`config.mk`:
```
export PLATFORM = sky130hd
export DESIGN_NAME = segment_runner
export DESIGN_NICKNAME = d
export VERILOG_FILES = /design/src/rtl/segment_runner.sv
export SDC_FILE = /design/constraint.sdc
export NUM_CORES = 1
export LEC_CHECK = 0
export ABC_AREA = 1
export CORE_ASPECT_RATIO = 0.75
export CORE_MARGIN = 2
export CORE_UTILIZATION = 58
export DETAILED_ROUTE_END_ITERATION = 7
export HOLD_SLACK_MARGIN = 0.15
export PLACE_DENSITY = 0.92
export SLEW_MARGIN = 0
export SYNTH_ARGS = -nofsm -noshare
export SYNTH_HDL_FRONTEND = slang
export SYNTH_SLANG_ARGS = --single-unit
export TNS_END_PERCENT = 1
```
`constraint.sdc`:
```
create_clock -name clk -period 9.97 [get_ports clk]
set_clock_uncertainty 0.05 [all_clocks]
set_input_delay 1.994 -clock clk [delete_from_list [all_inputs] [get_ports clk]]
set_output_delay 1.994 -clock clk [all_outputs]
set_load 0.05 [all_outputs]
```
`src/rtl/segment_runner.sv`:
```
// Four-axis DDA segment executor: pops 128-bit records from the upstream FIFO and emits step/dir.
// Optional SEGMENT_RUNNER_POSITION_EN adds signed per-axis position counters on output `position`.
module segment_runner #(
    parameter int unsigned StepPulseCycles = 4,
    parameter int unsigned DirSetupCycles  = 8
) (
    input  logic         clk,
    input  logic         reset,
    input  logic [127:0] record_in,
    input  logic         fifo_empty,
    output logic         fifo_read_en,
    output logic [3:0]   step,
    output logic [3:0]   dir,
    output logic         busy,
    output logic [15:0]  segments_done
`ifdef SEGMENT_RUNNER_POSITION_EN
    ,
    output logic [127:0] position
`endif
);

    localparam int unsigned MinPeriod = StepPulseCycles + 1;
    localparam int unsigned PulseW    = (StepPulseCycles > 1) ? $clog2(StepPulseCycles) : 1;
    localparam int unsigned SetupW    = (DirSetupCycles > 1) ? $clog2(DirSetupCycles) : 1;

    localparam logic [1:0] IDLE  = 2'd0;
    localparam logic [1:0] FETCH = 2'd1;
    localparam logic [1:0] SETUP = 2'd2;
    localparam logic [1:0] RUN   = 2'd3;

    logic [1:0]             state_q, state_d;
    logic                   rd_en_q, rd_en_d;
    logic [3:0]             step_q, step_d;
    logic [3:0]             dir_q, dir_d;
    logic                   busy_q, busy_d;
    logic [15:0]            seg_q, seg_d;
    logic [31:0]            loops_q, loops_d;
    logic [15:0]            period_q, period_d;
    logic [15:0]            pcnt_q, pcnt_d;
    logic [SetupW-1:0]      setup_q, setup_d;
    logic [3:0][15:0]       inc_q, inc_d;
    logic [3:0][15:0]       acc_q, acc_d;
    logic [3:0][PulseW-1:0] pulse_q, pulse_d;
    logic [3:0][16:0]       sum_c;
    logic [15:0]            rec_period_c;
    logic [15:0]            period_eff_c;
    logic                   tick_c;
    logic                   unused_rsvd_c;
`ifdef SEGMENT_RUNNER_POSITION_EN
    logic [127:0]           pos_q, pos_d;
`endif

    assign unused_rsvd_c = ^record_in[63:52];
    assign rec_period_c  = record_in[47:32];
    assign period_eff_c  = (rec_period_c < 16'(MinPeriod)) ? 16'(MinPeriod) : rec_period_c;
    assign tick_c        = (state_q == RUN) && (pcnt_q == '0);

    // Per-axis accumulator sums; bit 16 is the step carry.
    always_comb begin
        for (int i = 0; i < 4; i++) begin
            sum_c[i] = {1'b0, acc_q[i]} + {1'b0, inc_q[i]};
        end
    end

    always_comb begin
        state_d  = state_q;
        step_d   = step_q;
        dir_d    = dir_q;
        seg_d    = seg_q;
        loops_d  = loops_q;
        period_d = period_q;
        pcnt_d   = pcnt_q;
        setup_d  = setup_q;
        inc_d    = inc_q;
        acc_d    = acc_q;
        pulse_d  = pulse_q;
`ifdef SEGMENT_RUNNER_POSITION_EN
        pos_d    = pos_q;
`endif

        case (state_q)
            IDLE: begin
                if (!fifo_empty) begin
                    state_d = FETCH;
                end
            end
            FETCH: begin
                loops_d  = record_in[31:0];
                period_d = period_eff_c;
                inc_d    = record_in[127:64];
                acc_d    = '0;
                pcnt_d   = '0;
                setup_d  = SetupW'(DirSetupCycles - 1);
                dir_d    = record_in[51:48];
                if (record_in[31:0] == '0) begin
                    seg_d   = seg_q + 16'd1;
                    state_d = IDLE;
                end else if (record_in[51:48] == dir_q) begin
                    state_d = RUN;
                end else begin
                    state_d = SETUP;
                end
            end
            SETUP: begin
                if (setup_q == '0) begin
                    state_d = RUN;
                end else begin
                    setup_d = setup_q - SetupW'(1);
                end
            end
            RUN: begin
                if (tick_c) begin
                    loops_d = loops_q - 32'd1;
                    for (int i = 0; i < 4; i++) begin
                        acc_d[i] = sum_c[i][15:0];
                    end
                end
                // period_eff >= 2, so the tick has already decremented loops on the last cycle.
                if (pcnt_q == period_q - 16'd1) begin
                    pcnt_d = '0;
                    if (loops_q == '0) begin
                        seg_d   = seg_q + 16'd1;
                        state_d = IDLE;
                    end
                end else begin
                    pcnt_d = pcnt_q + 16'd1;
                end
            end
            default: state_d = IDLE;
        endcase

        // Step pulse stretchers; a carry on the tick starts a fixed-width pulse.
        for (int i = 0; i < 4; i++) begin
            if (tick_c && sum_c[i][16]) begin
                step_d[i]  = 1'b1;
                pulse_d[i] = PulseW'(StepPulseCycles - 1);
`ifdef SEGMENT_RUNNER_POSITION_EN
                pos_d[32*i +: 32] = pos_q[32*i +: 32] + (dir_q[i] ? 32'd1 : 32'hFFFF_FFFF);
`endif
            end else if (step_q[i]) begin
                if (pulse_q[i] == '0) begin
                    step_d[i] = 1'b0;
                end else begin
                    pulse_d[i] = pulse_q[i] - PulseW'(1);
                end
            end
        end

        rd_en_d = (state_d == FETCH);
        busy_d  = (state_d != IDLE);
    end

    always_ff @(posedge clk or posedge reset) begin
        if (reset) begin
            state_q  <= IDLE;
            rd_en_q  <= 1'b0;
            step_q   <= '0;
            dir_q    <= '0;
            busy_q   <= 1'b0;
            seg_q    <= '0;
            loops_q  <= '0;
            period_q <= '0;
            pcnt_q   <= '0;
            setup_q  <= '0;
            inc_q    <= '0;
            acc_q    <= '0;
            pulse_q  <= '0;
`ifdef SEGMENT_RUNNER_POSITION_EN
            pos_q    <= '0;
`endif
        end else begin
            state_q  <= state_d;
            rd_en_q  <= rd_en_d;
            step_q   <= step_d;
            dir_q    <= dir_d;
            busy_q   <= busy_d;
            seg_q    <= seg_d;
            loops_q  <= loops_d;
            period_q <= period_d;
            pcnt_q   <= pcnt_d;
            setup_q  <= setup_d;
            inc_q    <= inc_d;
            acc_q    <= acc_d;
            pulse_q  <= pulse_d;
`ifdef SEGMENT_RUNNER_POSITION_EN
            pos_q    <= pos_d;
`endif
        end
    end

    assign fifo_read_en  = rd_en_q;
    assign step          = step_q;
    assign dir           = dir_q;
    assign busy          = busy_q;
    assign segments_done = seg_q;
`ifdef SEGMENT_RUNNER_POSITION_EN
    assign position      = pos_q;
`endif

endmodule
```
After elaboration in Yosys (flattened, before gate mapping)
Cells that the tools add are included.
- reduce and logical (&&, ||, !) cells: 28
- add/sub/neg operators: 13
- eq/ne operators: 15
- shift-type cells: 0
- order comparisons: 1
- bitwise gates (word level): 0
- mux-type cells: 44
- divide/modulo/power cells: 0
- multiply operators: 0
- operators with widths (operator ; count):
    one-hot mux 64 bit (2 select lines) ; 1
    2-to-1 mux 16 bit ; 5
    adder 16 x 16 -> 17 bit ; 4
    logical NOT 32 bit ; 2
    2-to-1 mux 64 bit ; 1
    one-hot mux 16 bit (2 select lines) ; 2
    one-hot mux 32 bit (2 select lines) ; 1
    2-to-1 mux 2 bit ; 17
    adder 16 x 1 -> 16 bit, second input constant ; 2
    2-to-1 mux 32 bit ; 1
    subtractor 32 x 1 -> 32 bit, second input constant ; 1
    equality test 16 bit ; 1
    logical NOT 16 bit ; 1
    < comparator 16 x 3 -> 1 bit, second input constant ; 1
    subtractor 16 x 1 -> 16 bit, second input constant ; 1
    inequality test 2 bit, second input constant ; 7
    nonzero test 2 bit ; 7
    2-to-1 mux 1 bit ; 13
    AND reduction 2 bit ; 6
    logical NOT 2 bit ; 5
    one-hot mux 2 bit (4 select lines) ; 1
    subtractor 2 x 1 -> 2 bit, second input constant ; 4
    one-hot mux 3 bit (2 select lines) ; 1
    logical AND 1 bit ; 5
    other kinds (8) ; 11
- register bits: 231
- bits in writable memories: 0
- bits in latches: 0
- logic and storage cells: 123
- output and inout port bits: 26
- input port bits: 131
- memories: 0
- memory bits (read-only): 0

Depth between registers and ports, before layout
- depth after elaboration: 5
- gate-level depth with buffers: 17
- gate-level depth less buffers: 16

Worst setup path before layout
OpenSTA, ideal clock, no wires.
- path type: input-to-reg
- from: input port record_in[24]
- to: register seg_q[2], in the netlist segments_done[2]
- slack: 6636 ps
- library setup time: 120 ps
- arrival time: 3164 ps
- stages on the path: 9
- required time: 9800 ps
- path buffers: 2
- path through: nor4_1 nand3_1 o21ai_0 and3_1 buf_2 nand2_4 buf_6 nand2_1 nand2_1
- cells in the longest elaborated chain, start to end: 3
- RTL lines (item ; line ; RTL):
    start: declaration ; 9 ; input logic [127:0] record_in,
    logical NOT 32 bit ; 95 ; if (record_in[31:0] == '0) begin
    inequality test 2 bit (no line) ; - ;
    AND reduction 4 bit (no line) ; - ;
    end signal: assignment ; 177 ; seg_q <= seg_d;
    end: declaration ; 36 ; logic [15:0] seg_q, seg_d;
Every way passes these cells.
A chain may end at the register's enable or synchronous reset.

Final worst setup path
- from: input port record_in[16]
- to: register busy_q, in the netlist busy
- cells in the longest elaborated chain, start to end: 4
- RTL lines (item ; line ; RTL):
    logical NOT 32 bit ; 95 ;
    2-to-1 mux 2 bit ; 95 ;
    one-hot mux 2 bit (4 select lines) ; 81 ; case (state_q)
    nonzero test 2 bit ; 150 ; busy_d = (state_d != IDLE);
    via busy_d ; 35 ; logic busy_q, busy_d;
    end signal: assignment ; 176 ; busy_q <= busy_d;
    end: declaration ; 35 ;
The timed path passes the listed nets, and every way through them passes these cells.

==> impl_metrics.env <==
export IMPL_status="completed"
export IMPL_pwr_share_clk_pct=19.7
export IMPL_syn_inst=1870
export IMPL_antenna_found_initial=0
export IMPL_cts_clk_slew_worst_paths_ps=60
export IMPL_die_area_sq_um=25500
export IMPL_track_usage_pct=28.07
export IMPL_ys_warn_count=0
export IMPL_clock_sinks=231
export IMPL_critical_path_max_stage_delay_ps=700
export IMPL_cts_tree="built"
export IMPL_synth_edf_count=0
export IMPL_required_ps=10330
export IMPL_ant_nets=0
export IMPL_nets=2204
export IMPL_grt_pass1_wl_mm=59.33
export IMPL_cts_setup_buffers=0
export IMPL_critPathCaptureType="flop"
export IMPL_routed_top_layer="met4"
export IMPL_num_vias=13070
export IMPL_core_area_sq_um=23910
export IMPL_synth_fp_nets=2081
export IMPL_fin_crit_sh_pct=41.83
export IMPL_cts_resized=0
export IMPL_via_per_inst=5.639
export IMPL_seq_power_share_pct=33.5
export IMPL_maxSlewViolCount=0
export IMPL_cap_violations=0
export IMPL_ctsHoldBuffers=0
export IMPL_start_kind="input pin"
export IMPL_critPathTopFamily="simple AND/OR/NAND/NOR gates"
export IMPL_antennaDiodeCount=0
export IMPL_wl_mm=35.61
export IMPL_die_w_um=183.7
export IMPL_p_int_mw=2.833
export IMPL_fin_tns_setup_ps=0
export IMPL_layout_min_cycle_time_ps=4170
export IMPL_drc=0
export IMPL_switching_share_pct=43.15
export IMPL_overflow=0
export IMPL_cts_buffers=24
export IMPL_insertion_delay_ps=520
export IMPL_grt_max_degree=103
export IMPL_power_density_nw_per_um2=300.9
export IMPL_grt_setup_unrepaired="no"
export IMPL_worstPathArrival_ps=4530
export IMPL_crit_path_frequent_cell="nand2_1"
export IMPL_synth_cell_type_count=48
export IMPL_path_class="input pin to flop"
export IMPL_wl_met1_mm=16.44
export IMPL_met2_wirelength_mm=16.10
export IMPL_worstMarginPinSlew_ps=937.5
export IMPL_hp_class="flop to flop"
export IMPL_dp_hpwl_mm=24.69
export IMPL_drive_gt1_share_pct=3.531
export IMPL_ios=157
export IMPL_switchingPower_mw=2.150
export IMPL_max_freq_mhz=239.8
export IMPL_clock_path_buffers=3
export IMPL_pwr_share_comb_pct=46.8
export IMPL_first_global_vias=12560
export IMPL_avgSynthCellArea_sq_um=7.515
export IMPL_dr_pass1_iters=6
export IMPL_synth_main_ff_cell="dfrtp_1"
export IMPL_drt_iter0_markers=1120
export IMPL_holdWs_ps=434.8
export IMPL_start_util_pct=58.78
export IMPL_crit_fanout=17
export IMPL_synth_seq_cells=231
export IMPL_slew_headroom_pct=37.50
export IMPL_vdd_ir_drop_worst_uv=174.9
export IMPL_async_flop_share_pct=100.0
export IMPL_syn_to_final_growth_pct=17.84
export IMPL_synth_area_sq_um=14050
export IMPL_io_buffers=144
export IMPL_final_hold_viol_count=0
export IMPL_cts_htree_levels=1
export IMPL_wl_per_cell_um=15.37
export IMPL_root_buffer="clkbuf_16"
export IMPL_p_leak_nw=8.262
export IMPL_yosysSeqAreaShare_pct=41.13
export IMPL_rows=49
export IMPL_cp_slowest_cell="and3_1"
export IMPL_path_cells="clkdlybuf4s50_1, nor2_1, nand2_1, nor2_1, nand3_1, o21ai_0, and3_1, nand2_4, nand2_1, nand2_1"
export IMPL_setup_viol=0
export IMPL_die_height_um=138.8
export IMPL_wl_met3_mm=2.206
export IMPL_critical_path_buf_inv_count=1
export IMPL_finalWeightedCongestion=0.9081
synth_stat cells (4+ instances only):
library cell	n	area [sq um]
o31ai_1	12	90.09
dfrtp_1	231	5781
o21ai_0	141	705.7
buf_4	5	37.54
ha_1	76	950.9
nand2_1	595	2233
nand4_1	26	162.7
a21oi_1	64	320.3
nand3b_1	4	30.03
o22ai_1	14	87.58
nor2_1	170	638.1
nand3_1	105	525.5
a21boi_0	7	52.55
nor4_1	14	87.58
a22o_1	9	78.83
o211ai_1	15	112.6
or2_2	5	31.28
buf_2	12	60.06
clkbuf_1	28	105.1
a22oi_1	7	52.55
a32o_1	4	40.04
a31oi_1	6	37.54
buf_1	5	18.77
fa_1	4	80.08
xnor2_1	25	219.0
a21o_1	12	90.09
nor3_1	20	100.1
xor2_1	46	402.9
inv_1	172	645.6
power by group through the flow:
| stage | combinational (mW) | clock, mW | sequential [mW] |
|---|---|---|---|
| after CTS | 2.30 | 0.996 | 1.66 |
| after global routing | 2.65 | 1.03 | 1.72 |
| after floorplan | 1.74 | 0 | 1.62 |
| after global placement | 2.14 | 0 | 1.65 |
| final | 2.33 | 0.981 | 1.67 |
| after detailed placement | 2.27 | 0 | 1.67 |
layout by cell type (no fill, tap or decap), types with 9 or more instances in the layout:
cell type          n
o22ai_1           14
ha_1              76
xor2_1            46
xnor2_1           25
inv_1            170
o21ai_0          141
nor3_1            20
dfrtp_1          231
nand2_1          595
a22o_1             9
nand4_1           26
o211ai_1          15
clkbuf_16         25
a21oi_1           64
o31ai_1           12
a21o_1            12
clkdlybuf4s50_1  144
nor4_1            14
nand3_1          105
clkinv_2           9
nor2_1           170
stage by stage:
step	power, mW	worst slack (ps)	std cells	cell area [sq um]	util, %
3_5_place_dp	3.936	5356	2273	15690	65.61
6_report	4.984	5800	2317	16560	69.26
3_3_place_gp	3.789	5433	2273	15690	65.61
5_1_grt	5.406	5669	2317	16560	69.26
2_1_floorplan	3.358	1593	1870	14050	-
4_1_cts	4.959	5901	2317	16560	69.26
metal layers:
metal	vias to the layer above	global-route usage [%]
met3	71	3.965
met5	-	0
met2	499	45.10
met4	0	7.705
li1	6386	-
met1	6110	40.09
state kept, by name, summed over array words and instances (netlist names):
| signal | cells |
|---|---|
| acc_q | 64 |
| inc_q | 64 |
| loops_q | 32 |
| pcnt_q | 16 |
| period_q | 16 |
| segments_done | 16 |
| pulse_q | 8 |
| dir | 4 |
| step | 4 |
| setup_q | 3 |
| state_q | 2 |
| busy | 1 |
| fifo_read_en | 1 |
logic make-up (layout without fill, tap and decap cells):
logic type	after synthesis	count (layout)	synth area share, %
compound gates	308	308	12.79
xor+xnor	71	71	4.425
fa+ha+maj	80	80	7.336
buf+inv	229	370	6.490
flops	231	231	41.13
simple gates	951	951	27.83
path summary, 6_finish.rpt:
path                                from          end  slack (ps)  cells after the start
max                        record_in[16]         busy        5800                     10
min                            inc_q[27]    inc_q[27]         430                      2
max reg2reg                   state_q[0]  loops_q[17]        6040                     10
min reg2reg                    inc_q[27]    inc_q[27]         430                      2
max in group asynchronous          reset    inc_q[55]        6580                      3
min in group asynchronous          reset    inc_q[59]        1950                      2
layout make-up:
cell class | count | area [sq um]
multi-input combinational | 1410 | 7366
fill | 1873 | 7350
sequential | 231 | 5781
timing repair buffer | 151 | 1494
clock buffer | 32 | 711.9
inverter | 175 | 665.6
tap | 306 | 382.9
clock inverter | 12 | 160.2
worst min-delay path: stages (launching register included):
cell and delay, ps:
dfrtp_1 350, nand2_1 60, nand2_1 50
No activity file was read; power rests on OpenSTA's default activity.
